===== src/rtl/alu_arbiter_if.sv =====
// Handshake bundle between two ALU requesters, the arbiter and the response consumer.
interface alu_arbiter_if;
    logic       r0_valid;
    logic       r0_ready;
    logic [3:0] r0_op;
    logic [7:0] r0_a;
    logic [7:0] r0_b;
    logic       r1_valid;
    logic       r1_ready;
    logic [3:0] r1_op;
    logic [7:0] r1_a;
    logic [7:0] r1_b;
    logic       resp_valid;
    logic       resp_ready;
    logic [7:0] resp_data;
    logic       resp_id;
    logic       resp_err;
    logic       busy;

    modport slave (
        input  r0_valid, r0_op, r0_a, r0_b,
        input  r1_valid, r1_op, r1_a, r1_b,
        input  resp_ready,
        output r0_ready, r1_ready,
        output resp_valid, resp_data, resp_id, resp_err, busy
    );

    modport master (
        output r0_valid, r0_op, r0_a, r0_b,
        output r1_valid, r1_op, r1_a, r1_b,
        output resp_ready,
        input  r0_ready, r1_ready,
        input  resp_valid, resp_data, resp_id, resp_err, busy
    );
endinterface


===== src/rtl/alu_arbiter.sv =====
// Two-requester round-robin arbiter in front of a shared 8-bit ALU (IDLE/EXEC/RESP).
// Optional macro ALU_ARB_DIVZERO_CHK_EN: divide/modulo by zero returns 0xFF with err set.
module alu_arbiter #(
    parameter int RESET_PRIO = 0
) (
    input  logic         clk,
    input  logic         rst,
    alu_arbiter_if.slave bus
);
    typedef enum logic [1:0] {IDLE, EXEC, RESP} state_t;

    localparam logic PRIO_INIT = (RESET_PRIO != 0);

    state_t     state;
    logic       prio;
    logic       grant0;
    logic       grant1;
    logic [3:0] op_p0;
    logic [7:0] a_p0;
    logic [7:0] b_p0;
    logic       id_p0;
    logic       resp_valid_q;
    logic [7:0] resp_data_q;
    logic       resp_id_q;
    logic       resp_err_q;
    logic       busy_q;

    // Returns {err, data}; everything wraps modulo 256.
    function automatic logic [8:0] alu(input logic [3:0] op, input logic [7:0] a,
                                       input logic [7:0] b);
        logic [15:0] prod;
        logic [7:0]  res;
        logic        err;
        prod = 16'(a) * 16'(b);
        res  = 8'h00;
        err  = 1'b0;
        case (op)
            4'b0000: res = a + b;
            4'b0001: res = a - b;
            4'b0010: res = prod[7:0];
`ifdef ALU_ARB_DIVZERO_CHK_EN
            4'b0011: if (b == 8'h00) begin res = 8'hFF; err = 1'b1; end else res = a / b;
            4'b1100: if (b == 8'h00) begin res = 8'hFF; err = 1'b1; end else res = a % b;
`else
            4'b0011: res = a / b;
            4'b1100: res = a % b;
`endif
            4'b0100: res = a & b;
            4'b0110: res = a | b;
            4'b0111: res = a ^ b;
            4'b1000: res = (b >= 8'd8) ? 8'h00 : (a << b[2:0]);
            4'b1001,
            4'b1010: res = (b >= 8'd8) ? 8'h00 : (a >> b[2:0]);
            default: begin res = 8'h00; err = 1'b1; end
        endcase
        return {err, res};
    endfunction

    // Grant is combinational so a requester sees ready in the same cycle it asserts valid.
    always_comb begin
        grant0 = 1'b0;
        grant1 = 1'b0;
        if (!rst && state == IDLE) begin
            if (bus.r0_valid && (!bus.r1_valid || prio == 1'b0))
                grant0 = 1'b1;
            else if (bus.r1_valid)
                grant1 = 1'b1;
        end
    end

    // Stage p0: operand capture on accept
    always_ff @(posedge clk) begin
        if (grant0) begin
            op_p0 <= bus.r0_op;
            a_p0  <= bus.r0_a;
            b_p0  <= bus.r0_b;
        end else if (grant1) begin
            op_p0 <= bus.r1_op;
            a_p0  <= bus.r1_a;
            b_p0  <= bus.r1_b;
        end
    end

    always_ff @(posedge clk) begin
        if (rst) begin
            state        <= IDLE;
            prio         <= PRIO_INIT;
            id_p0        <= 1'b0;
            resp_valid_q <= 1'b0;
            resp_data_q  <= 8'h00;
            resp_id_q    <= 1'b0;
            resp_err_q   <= 1'b0;
            busy_q       <= 1'b0;
        end else begin
            case (state)
                IDLE: begin
                    if (grant0 || grant1) begin
                        state  <= EXEC;
                        busy_q <= 1'b1;
                        id_p0  <= grant1;
                        prio   <= grant0;
                    end
                end
                EXEC: begin
                    {resp_err_q, resp_data_q} <= alu(op_p0, a_p0, b_p0);
                    resp_id_q    <= id_p0;
                    resp_valid_q <= 1'b1;
                    state        <= RESP;
                end
                RESP: begin
                    if (bus.resp_ready) begin
                        resp_valid_q <= 1'b0;
                        busy_q       <= 1'b0;
                        state        <= IDLE;
                    end
                end
                default: begin
                    state  <= IDLE;
                    busy_q <= 1'b0;
                end
            endcase
        end
    end

    assign bus.r0_ready   = grant0;
    assign bus.r1_ready   = grant1;
    assign bus.resp_valid = resp_valid_q;
    assign bus.resp_data  = resp_data_q;
    assign bus.resp_id    = resp_id_q;
    assign bus.resp_err   = resp_err_q;
    assign bus.busy       = busy_q;
endmodule


===== src/flat_wrapper.sv =====
// flat-port wrapper written by rule: the top's interface ports become plain ports
module alu_arbiter_flat 
#(
    parameter int RESET_PRIO = 0
)
  (clk, rst, bus_r0_valid, bus_r0_op, bus_r0_a, bus_r0_b, bus_r1_valid, bus_r1_op, bus_r1_a, bus_r1_b, bus_resp_ready, bus_r0_ready, bus_r1_ready, bus_resp_valid, bus_resp_data, bus_resp_id, bus_resp_err, bus_busy);
  alu_arbiter_if bus_i ();
  input  logic clk;
  input  logic rst;
  input wire logic [$bits(bus_i.r0_valid)-1:0] bus_r0_valid;
  input wire logic [$bits(bus_i.r0_op)-1:0] bus_r0_op;
  input wire logic [$bits(bus_i.r0_a)-1:0] bus_r0_a;
  input wire logic [$bits(bus_i.r0_b)-1:0] bus_r0_b;
  input wire logic [$bits(bus_i.r1_valid)-1:0] bus_r1_valid;
  input wire logic [$bits(bus_i.r1_op)-1:0] bus_r1_op;
  input wire logic [$bits(bus_i.r1_a)-1:0] bus_r1_a;
  input wire logic [$bits(bus_i.r1_b)-1:0] bus_r1_b;
  input wire logic [$bits(bus_i.resp_ready)-1:0] bus_resp_ready;
  output wire logic [$bits(bus_i.r0_ready)-1:0] bus_r0_ready;
  output wire logic [$bits(bus_i.r1_ready)-1:0] bus_r1_ready;
  output wire logic [$bits(bus_i.resp_valid)-1:0] bus_resp_valid;
  output wire logic [$bits(bus_i.resp_data)-1:0] bus_resp_data;
  output wire logic [$bits(bus_i.resp_id)-1:0] bus_resp_id;
  output wire logic [$bits(bus_i.resp_err)-1:0] bus_resp_err;
  output wire logic [$bits(bus_i.busy)-1:0] bus_busy;
  assign bus_i.r0_valid = bus_r0_valid;
  assign bus_i.r0_op = bus_r0_op;
  assign bus_i.r0_a = bus_r0_a;
  assign bus_i.r0_b = bus_r0_b;
  assign bus_i.r1_valid = bus_r1_valid;
  assign bus_i.r1_op = bus_r1_op;
  assign bus_i.r1_a = bus_r1_a;
  assign bus_i.r1_b = bus_r1_b;
  assign bus_i.resp_ready = bus_resp_ready;
  assign bus_r0_ready = bus_i.r0_ready;
  assign bus_r1_ready = bus_i.r1_ready;
  assign bus_resp_valid = bus_i.resp_valid;
  assign bus_resp_data = bus_i.resp_data;
  assign bus_resp_id = bus_i.resp_id;
  assign bus_resp_err = bus_i.resp_err;
  assign bus_busy = bus_i.busy;
  alu_arbiter #(.RESET_PRIO(RESET_PRIO)) u_core (.clk(clk), .rst(rst), .bus(bus_i));
endmodule

===== config.mk =====
export PLATFORM = sky130hd
export DESIGN_NAME = alu_arbiter_flat
export DESIGN_NICKNAME = d
export VERILOG_FILES = /design/src/rtl/alu_arbiter_if.sv /design/src/rtl/alu_arbiter.sv /design/src/flat_wrapper.sv
export SDC_FILE = /design/constraint.sdc
export NUM_CORES = 1
export LEC_CHECK = 0
export CORE_ASPECT_RATIO = 1.2
export CORE_MARGIN = 2
export CORE_UTILIZATION = 64
export DETAILED_ROUTE_END_ITERATION = 8
export PLACE_DENSITY_LB_ADDON = 0.12
export SKIP_CTS_REPAIR_TIMING = 1
export SLEW_MARGIN = 20
export SYNTH_ARGS = -nofsm -noshare
export SYNTH_HDL_FRONTEND = slang
export SYNTH_SLANG_ARGS = --single-unit

===== constraint.sdc =====
create_clock -name clk -period 25.9 [get_ports clk]
set_input_delay 5.18 -clock clk [delete_from_list [all_inputs] [get_ports clk]]
set_output_delay 5.18 -clock clk [all_outputs]
set_load 0.01 [all_outputs]

# After elaboration in Yosys (flattened, before gate mapping)
# Cells that the tools add are included.
# word_totals
elab_cells	76
register_bits	36
out_inout_bits	14
inputBits	45
# classes
eq_ne	14
addsub	2
n_lt_le_gt_ge	1
n_mul	1
reduce_logical	16
shift	2
n_mux	22
n_bitwise	5
n_div	2
# op_table
cell	count
case mux 8 bit (10 select lines)	1
two-way mux 8 bit	6
equality test 4 bit, second input constant	4
equality test 4 x 3 -> 1 bit, second input constant	3
OR reduction 11 bit	1
adder 8 bit	1
AND 8 bit	1
divider 8 x 8 -> 8 bit	1
equality test 4 x 2 -> 1 bit, second input constant	2
>= comparator 8 x 4 -> 1 bit, second input constant	1
modulo 8 x 8 -> 8 bit	1
multiplier 8 x 8 -> 8 bit	1
two-way mux 1 bit	8
two-way mux 4 bit	2
OR 8 bit	1
<< shifter 8 x 3 -> 8 bit	1
>> shifter 8 x 3 -> 8 bit	1
subtractor 8 bit	1
XOR 8 bit	1
case mux 2 bit (3 select lines)	1
AND reduction 2 bit	3
equality test 4 x 1 -> 1 bit, second input constant	1
logical NOT 4 bit	1
two-way mux 2 bit	2
13 further kinds	19

# Logic depth before layout (Yosys ltp)
# Gate-level depths: netlist of the first run.
# logic_depth
ltp_word	8
mapped_depth	54
depth_no_buf	50

# Worst setup path before layout of the first run
# No wires, ideal clock.
# synth_timing
path_kind	input -> output
from	in rst
to	out bus_r0_ready
slack_ps	14509
arrival_time_ps	6211
path_stages	5
n_path_buf	2
required_time_ps	20720
cell_sequence	clkbuf_1 -> nor3_1 -> nand3_1 -> inv_1 -> clkbuf_1
# synth_via
elab_chain_cells	3
# synth_rtl
element	line_no	text
start, declared	flat_wrapper.sv:9	input logic rst;
logical NOT 1 bit	alu_arbiter.sv:63	if (!rst && state == IDLE) begin
logical AND 1 bit	alu_arbiter.sv:63	
two-way mux 1 bit	alu_arbiter.sv:63	
end, declared	flat_wrapper.sv:19	output wire logic [$bits(bus_i.r0_ready)-1:0] bus_r0_ready;
# No other way between the ends.

# Final worst setup path of the first run
# layout_timing
from	reg u_core.b_p0[2]
to	reg u_core.resp_data_q[7] (netlist: u_core.bus.resp_data[7])
# layout_via
elab_chain_cells	3
word_cells_on_any_way	11
classes_between	2 x add/sub; 1 x mul; 2 x div; 1 x order compare; 2 x shift; 3 x mux
# layout_rtl
element	line_no	text
start, declared	alu_arbiter.sv:20	logic [7:0] b_p0;
start signal, assigned	alu_arbiter.sv:76	b_p0 <= bus.r0_b;
start signal, assigned	alu_arbiter.sv:80	b_p0 <= bus.r1_b;
parallel branches: the longest is 2 deep, another holds modulo 8 x 8 -> 8 bit	--	
case mux 8 bit (10 select lines) *	alu_arbiter.sv:37	case (op)
end signal, assigned	alu_arbiter.sv:105	{resp_err_q, resp_data_q} <= alu(op_p0, a_p0, b_p0);
end, declared	alu_arbiter.sv:23	logic [7:0] resp_data_q;
# Every way passes the cells marked *.
# A chain may end at the register's enable or synchronous reset.

==> flow_metrics.env, run 1 <==
export IMPL_grt_ovfl_total=0
export IMPL_syn_area_mm2=0.00567
export IMPL_outcome="finished, final reports clean"
export IMPL_vias=5965
export IMPL_hold_class="reg -> reg"
export IMPL_cp_required_ns=26.11
export IMPL_p_leak_nw=2.80
export IMPL_critPathCaptureType="flip-flop"
export IMPL_slew_headroom=0.394
export IMPL_wl_per_cell_um=19.4
export IMPL_drc_errors=0
export IMPL_routed_via_density=6.66
export IMPL_top_layer_used="met4"
export IMPL_dp_hpwl_mm=13.5
export IMPL_cts_root_buffer="clkbuf_8"
export IMPL_io_buffers=58
export IMPL_path_clk_slew_ns=0.08
export IMPL_dr_wl_met3_mm=1.45
export IMPL_slew_violations=0
export IMPL_start_util=0.659
export IMPL_fin_crit_sh=0.522
export IMPL_finalHoldViolCount=0
export IMPL_finalPower_mw=0.330
export IMPL_synth_edff_count=20
export IMPL_clk_path_buf_depth=2
export IMPL_ios=59
export IMPL_fillers=681
export IMPL_finalSetupViolCount=0
export IMPL_grt_max_degree=29
export IMPL_worst_pin_slew_ns=0.910
export IMPL_arrival_ns=13.74
export IMPL_grt_pass1_vias=5839
export IMPL_fp_coreArea_mm2=0.00861
export IMPL_wl_met2_mm=8.22
export IMPL_crit_family="compound AO/OA/AOI/OAI gates"
export IMPL_antenna_found_initial=0
export IMPL_h_tree_depth=2
export IMPL_cp_common_cell="ha_1"
export IMPL_synth_cell_type_count=72
export IMPL_ys_warn_count=0
export IMPL_maxCapViolations=0
export IMPL_grt_pass1_wl_mm=28.2
export IMPL_max_stage_delay_ns=0.71
export IMPL_clk_latency_ns=0.30
export IMPL_ys_ff_latch=36
export IMPL_die_height_um=107
export IMPL_dp_cells=888
export IMPL_insertedDiodeCount=0
export IMPL_postSynthAreaPerCell_um2=7.66
export IMPL_die_area_mm2=0.00963
export IMPL_final_cells=896
export IMPL_fmax_mhz=73.9
export IMPL_worstSetupPathType="reg -> reg"
export IMPL_drt_pass1_iter_count=7
export IMPL_synth_seq_area_share=0.162
export IMPL_clock_sinks=36
export IMPL_fin_setup_tns_ns=0
export IMPL_nets=917
export IMPL_place_gp_congestion=1.03
export IMPL_drive_gt1_frac=0.0424
export IMPL_crit_fanout=22
export IMPL_p_per_area_mw_per_mm2=51.5
export IMPL_final_area_mm2=0.00640
export IMPL_ys_dominant_reg_cell="edfxtp_1"
export IMPL_grtUsageTotal=0.365
export IMPL_drt_met1_wl_mm=6.50
export IMPL_wirelength_mm=17.4
export IMPL_max_vdd_ir_drop_mv=0.0517
export IMPL_async_flop_share=0
export IMPL_cp_slowest_cell="a41oi_1"
export IMPL_drtIter0Drc=827
export IMPL_cts_tree="done"
export IMPL_synth_cells=740
export IMPL_numCtsBuffers=5
export IMPL_drtAntennaViolNets=0
export IMPL_die_w_um=89.9
export IMPL_start_kind="flip-flop"
export IMPL_syn_num_nets=879
export IMPL_cp_buffers_inverters=2
export IMPL_period_needed_ns=13.53
export IMPL_fin_worst_skew_ns=0.0115
export IMPL_syn2layout_area_growth_pct=12.9
export IMPL_dpl_cell_area_mm2=0.00630
export IMPL_row_count=37
export IMPL_rsz0062_at_grt="no"
## state kept, by name, summed over array words and instances, names as in the netlist, 2 cells and up
signal and count:
u_core.op_p0 4, u_core.a_p0 8, u_core.state 2, u_core.b_p0 8
u_core.bus.resp_data 8
## cell usage after synthesis (10+ instances only)
master / instances / area [µm²]
or3_1: 10 / 62.6
nand2b_1: 10 / 62.6
fa_1: 14 / 280
nor3_1: 25 / 125
inv_1: 48 / 180
a21oi_1: 42 / 210
o21ai_0: 42 / 210
edfxtp_1: 20 / 601
xor2_1: 13 / 114
xnor2_1: 30 / 263
nor2_1: 58 / 218
o211ai_1: 14 / 105
nand2_1: 125 / 469
mux2i_1: 10 / 100
clkbuf_1: 27 / 101
dfxtp_1: 16 / 320
ha_1: 80 / 1000
a21o_1: 11 / 82.6
## power by group
part / total [mW] / switching (mW) / leakage [nW] / internal, mW
Clock: 0.0451 / 0.0205 / 0.0534 / 0.0247
Sequential: 0.0756 / 0.00987 / 0.319 / 0.0658
Combinational: 0.209 / 0.119 / 2.43 / 0.0893
Total: 0.330 / 0.150 / 2.80 / 0.180
## worst register-to-register path, delay by kind of cell, from the launching register on
family / cells / cell delay [ns]
buffers and inverters: 2 / 0.19
multiplexers: 2 / 0.76
AND/OR/NAND/NOR: 12 / 3.06
adder cells (fa/ha/maj): 7 / 2.20
flip-flops: 1 / 0.66
AO/OA/AOI/OAI: 23 / 6.55
## cell families (layout without fill, tap and decap cells)
kind of cell	after synthesis	count (layout)	synth area share
flops	36	36	0.162
fa+ha+maj	94	94	0.226
compound gates	198	198	0.238
mux	15	15	0.0309
xor+xnor	43	43	0.0664
simple gates	272	272	0.219
buf+inv	82	121	0.0571
## final timing paths
path                                     start  slack, ns                      end  cells past startpoint
worst max-delay path            u_core.b_p0[2]      12.37  u_core.bus.resp_data[7]                     46
worst min-delay path              u_core.id_p0       0.47       u_core.bus.resp_id                      2
worst max register to register  u_core.b_p0[2]      12.37  u_core.bus.resp_data[7]                     46
worst min register to register    u_core.id_p0       0.47       u_core.bus.resp_id                      2
## stage by stage
| step | utilization | hold slack [ns] | worst slack [ns] |
|---|---|---|---|
| after floorplan | - | 0.432 | 14.51 |
| after global placement | 0.732 | 0.444 | 13.13 |
| after detailed placement | 0.732 | 0.459 | 12.75 |
| after CTS | 0.744 | 0.464 | 12.71 |
| after global routing | 0.744 | 0.488 | 11.48 |
| final | 0.744 | 0.467 | 12.37 |
## per-layer routing
metal	track usage	vias to the layer above
met1	0.420	2712
met4	0.255	0
met5	0	-
li1	-	2728
met3	0.0464	110
met2	0.632	415
## area by class of cell
| type | instances | area (µm²) | share of cell area |
|---|---|---|---|
| multi-input cells | 622 | 4430 | 0.691 |
| flip-flops and latches | 36 | 921 | 0.144 |
| repair buffers | 63 | 618 | 0.0965 |
| inverters | 50 | 188 | 0.0293 |
| well taps | 117 | 146 | 0.0229 |
| clock buffers | 7 | 97.6 | 0.0152 |
| clock inverters | 1 | 5.00 | 0.000782 |
## placed cells by master, fill, tap and decap left out, types with 3 or more instances in the layout
cell type,instances
o21a_1,9
edfxtp_1,20
a211o_1,5
a211oi_1,9
o211ai_1,14
buf_4,5
a21oi_1,42
o22ai_1,4
inv_1,48
nor3_1,25
o31ai_1,3
o21ai_0,42
and2_1,6
xnor2_1,30
nor2b_1,8
a221oi_1,9
nand3_1,7
clkdlybuf4s50_1,58
clkbuf_8,5
a31oi_1,8
dfxtp_1,16
fa_1,14
a22o_1,9
nand2_1,125
or3_1,10
a21o_1,11
a31o_2,3
mux2i_1,10
xor2_1,13
ha_1,80
and3_1,5
nand2b_1,10
nor2_1,58
or2_2,5
Power figures use the tool's default switching activity.
==> run 2, diff against run 1 <==
--- a/config.mk
+++ b/config.mk
@@ -7,7 +7,7 @@
 export LEC_CHECK = 0
 export CORE_ASPECT_RATIO = 1.2
 export CORE_MARGIN = 2
-export CORE_UTILIZATION = 64
+export CORE_UTILIZATION = 59
 export DETAILED_ROUTE_END_ITERATION = 8
 export PLACE_DENSITY_LB_ADDON = 0.12
 export SKIP_CTS_REPAIR_TIMING = 1
==> constraint.sdc (replaced) <==
create_clock -name clk -period 13.4 [get_ports clk]
set_input_delay 2.68 -clock clk [delete_from_list [all_inputs] [get_ports clk]]
set_output_delay 2.68 -clock clk [all_outputs]
set_load 0.01 [all_outputs]
==> flow_metrics.env, run 2 (synthesis gave the netlist of run 1 again) <==
export IMPL_antenna_found_initial=0
export IMPL_fin_crit_sh=0.950
export IMPL_outcome="finished, final reports clean"
export IMPL_die_w_um=93.5
export IMPL_grt_max_degree=29
export IMPL_cts_tree="done"
export IMPL_wirelength_mm=17.4
export IMPL_final_cell_mix="125 x nand2_1, 80 x ha_1, 58 x clkdlybuf4s50_1, 57 x nor2_1, 48 x inv_1"
export IMPL_p_leak_nw=2.85
export IMPL_start_kind="flip-flop"
export IMPL_crit_fanout=11
export IMPL_fmax_mhz=78.5
export IMPL_cp_slowest_cell="edfxtp_1"
export IMPL_cp_required_ns=13.59
export IMPL_numCtsBuffers=5
export IMPL_row_count=39
export IMPL_drt_pass1_iter_count=6
export IMPL_grt_pass1_vias=5675
export IMPL_die_area_mm2=0.0104
export IMPL_rsz0062_at_grt="no"
export IMPL_ios=59
export IMPL_max_vdd_ir_drop_mv=0.120
export IMPL_worstSetupPathType="reg -> reg"
export IMPL_grtUsageTotal=0.338
export IMPL_start_util=0.602
export IMPL_maxCapViolations=0
export IMPL_die_height_um=111
export IMPL_grt_pass1_wl_mm=27.9
export IMPL_fillers=802
export IMPL_clock_sinks=36
export IMPL_fin_worst_skew_ns=0.00206
export IMPL_io_buffers=58
export IMPL_path_clk_slew_ns=0.05
export IMPL_pwr_share_seq=0.217
export IMPL_hold_class="reg -> reg"
export IMPL_dp_hpwl_mm=13.4
export IMPL_slew_headroom=0.402
export IMPL_finalHoldViolCount=0
export IMPL_period_needed_ns=12.73
export IMPL_swShare=0.431
export IMPL_cp_common_cell="ha_1"
export IMPL_final_area_mm2=0.00653
export IMPL_insertedDiodeCount=0
export IMPL_grt_ovfl_total=0
export IMPL_h_tree_depth=2
export IMPL_finalPower_mw=0.673
export IMPL_place_gp_congestion=1.03
export IMPL_routed_via_density=6.35
export IMPL_syn2layout_area_growth_pct=15.0
export IMPL_cts_root_buffer="clkbuf_16"
export IMPL_intPower_mw=0.383
export IMPL_nets=921
export IMPL_clk_latency_ns=0.28
export IMPL_fin_hold_ws_ns=0.457
export IMPL_drtIter0Drc=466
export IMPL_drc_errors=0
export IMPL_vias=5754
export IMPL_slew_violations=0
export IMPL_p_per_area_mw_per_mm2=103
export IMPL_fin_setup_tns_ns=0
export IMPL_fin_ws_ns=0.666
export IMPL_drtAntennaViolNets=0
export IMPL_wl_per_cell_um=19.2
export IMPL_arrival_ns=12.93
export IMPL_dp_slack_ns=0.721
export IMPL_fp_coreArea_mm2=0.00942
export IMPL_fin_util=0.693
export IMPL_final_cells=906
export IMPL_clkPwrFrac=0.183
export IMPL_worst_pin_slew_ns=0.898
export IMPL_power_frac_comb=0.600
export IMPL_dp_cells=897
export IMPL_dpl_cell_area_mm2=0.00633
export IMPL_critPathCaptureType="flip-flop"
export IMPL_max_stage_delay_ns=0.59
export IMPL_drive_gt1_frac=0.0549
export IMPL_final_common_cell="nand2_1"
export IMPL_power_switching_mw=0.290
export IMPL_clk_path_buf_depth=2
export IMPL_finalSetupViolCount=0
==> run 2: cell count changes in the layout (fill, tap and decap cells not counted), sizes merged <==
cell and change:
buf +4
==> run 2: final timing paths <==
path | slack, ns | start | to | cells past startpoint
setup / recovery | 0.67 | u_core.b_p0[5] | u_core.bus.resp_data[7] | 47
hold / removal | 0.46 | u_core.bus.resp_id | u_core.bus.resp_id | 2
setup reg to reg | 0.67 | u_core.b_p0[5] | u_core.bus.resp_data[7] | 47
hold reg to reg | 0.46 | u_core.bus.resp_id | u_core.bus.resp_id | 2
==> run 2: power groups by stage <==
stage	logic, mW	clock network, mW	registers, mW
2_1_floorplan	0.295	0	0.138
4_1_cts	0.393	0.125	0.144
3_5_place_dp	0.388	0	0.146
6_report	0.404	0.123	0.146
3_3_place_gp	0.378	0	0.146
5_1_grt	0.446	0.129	0.146
==> run 2: metal layers <==
metal  global-route usage  wire, µm
met5                    0         0
met3               0.0392      1280
met4                0.210       977
met1                0.400      6820
met2                0.577      8330
==> run 2: final cells by class <==
class / instances / area [µm²] / share of cell area
Multi-Input combinational cell: 622 / 4460 / 0.683
Sequential cell: 36 / 921 / 0.141
Timing Repair Buffer: 67 / 648 / 0.0993
Inverter: 50 / 188 / 0.0288
Clock buffer: 7 / 154 / 0.0236
Tap cell: 123 / 154 / 0.0236
Clock inverter: 1 / 5.00 / 0.000767
==> run 2: critical path: cells and delay by family, from the launching register on <==
family                   cells  cell delay [ns]
AO/OA/AOI/OAI               23             5.90
multiplexers                 2             0.75
adder cells (fa/ha/maj)      7             2.17
buffers and inverters        3             0.38
flip-flops                   1             0.59
AND/OR/NAND/NOR             12             2.83
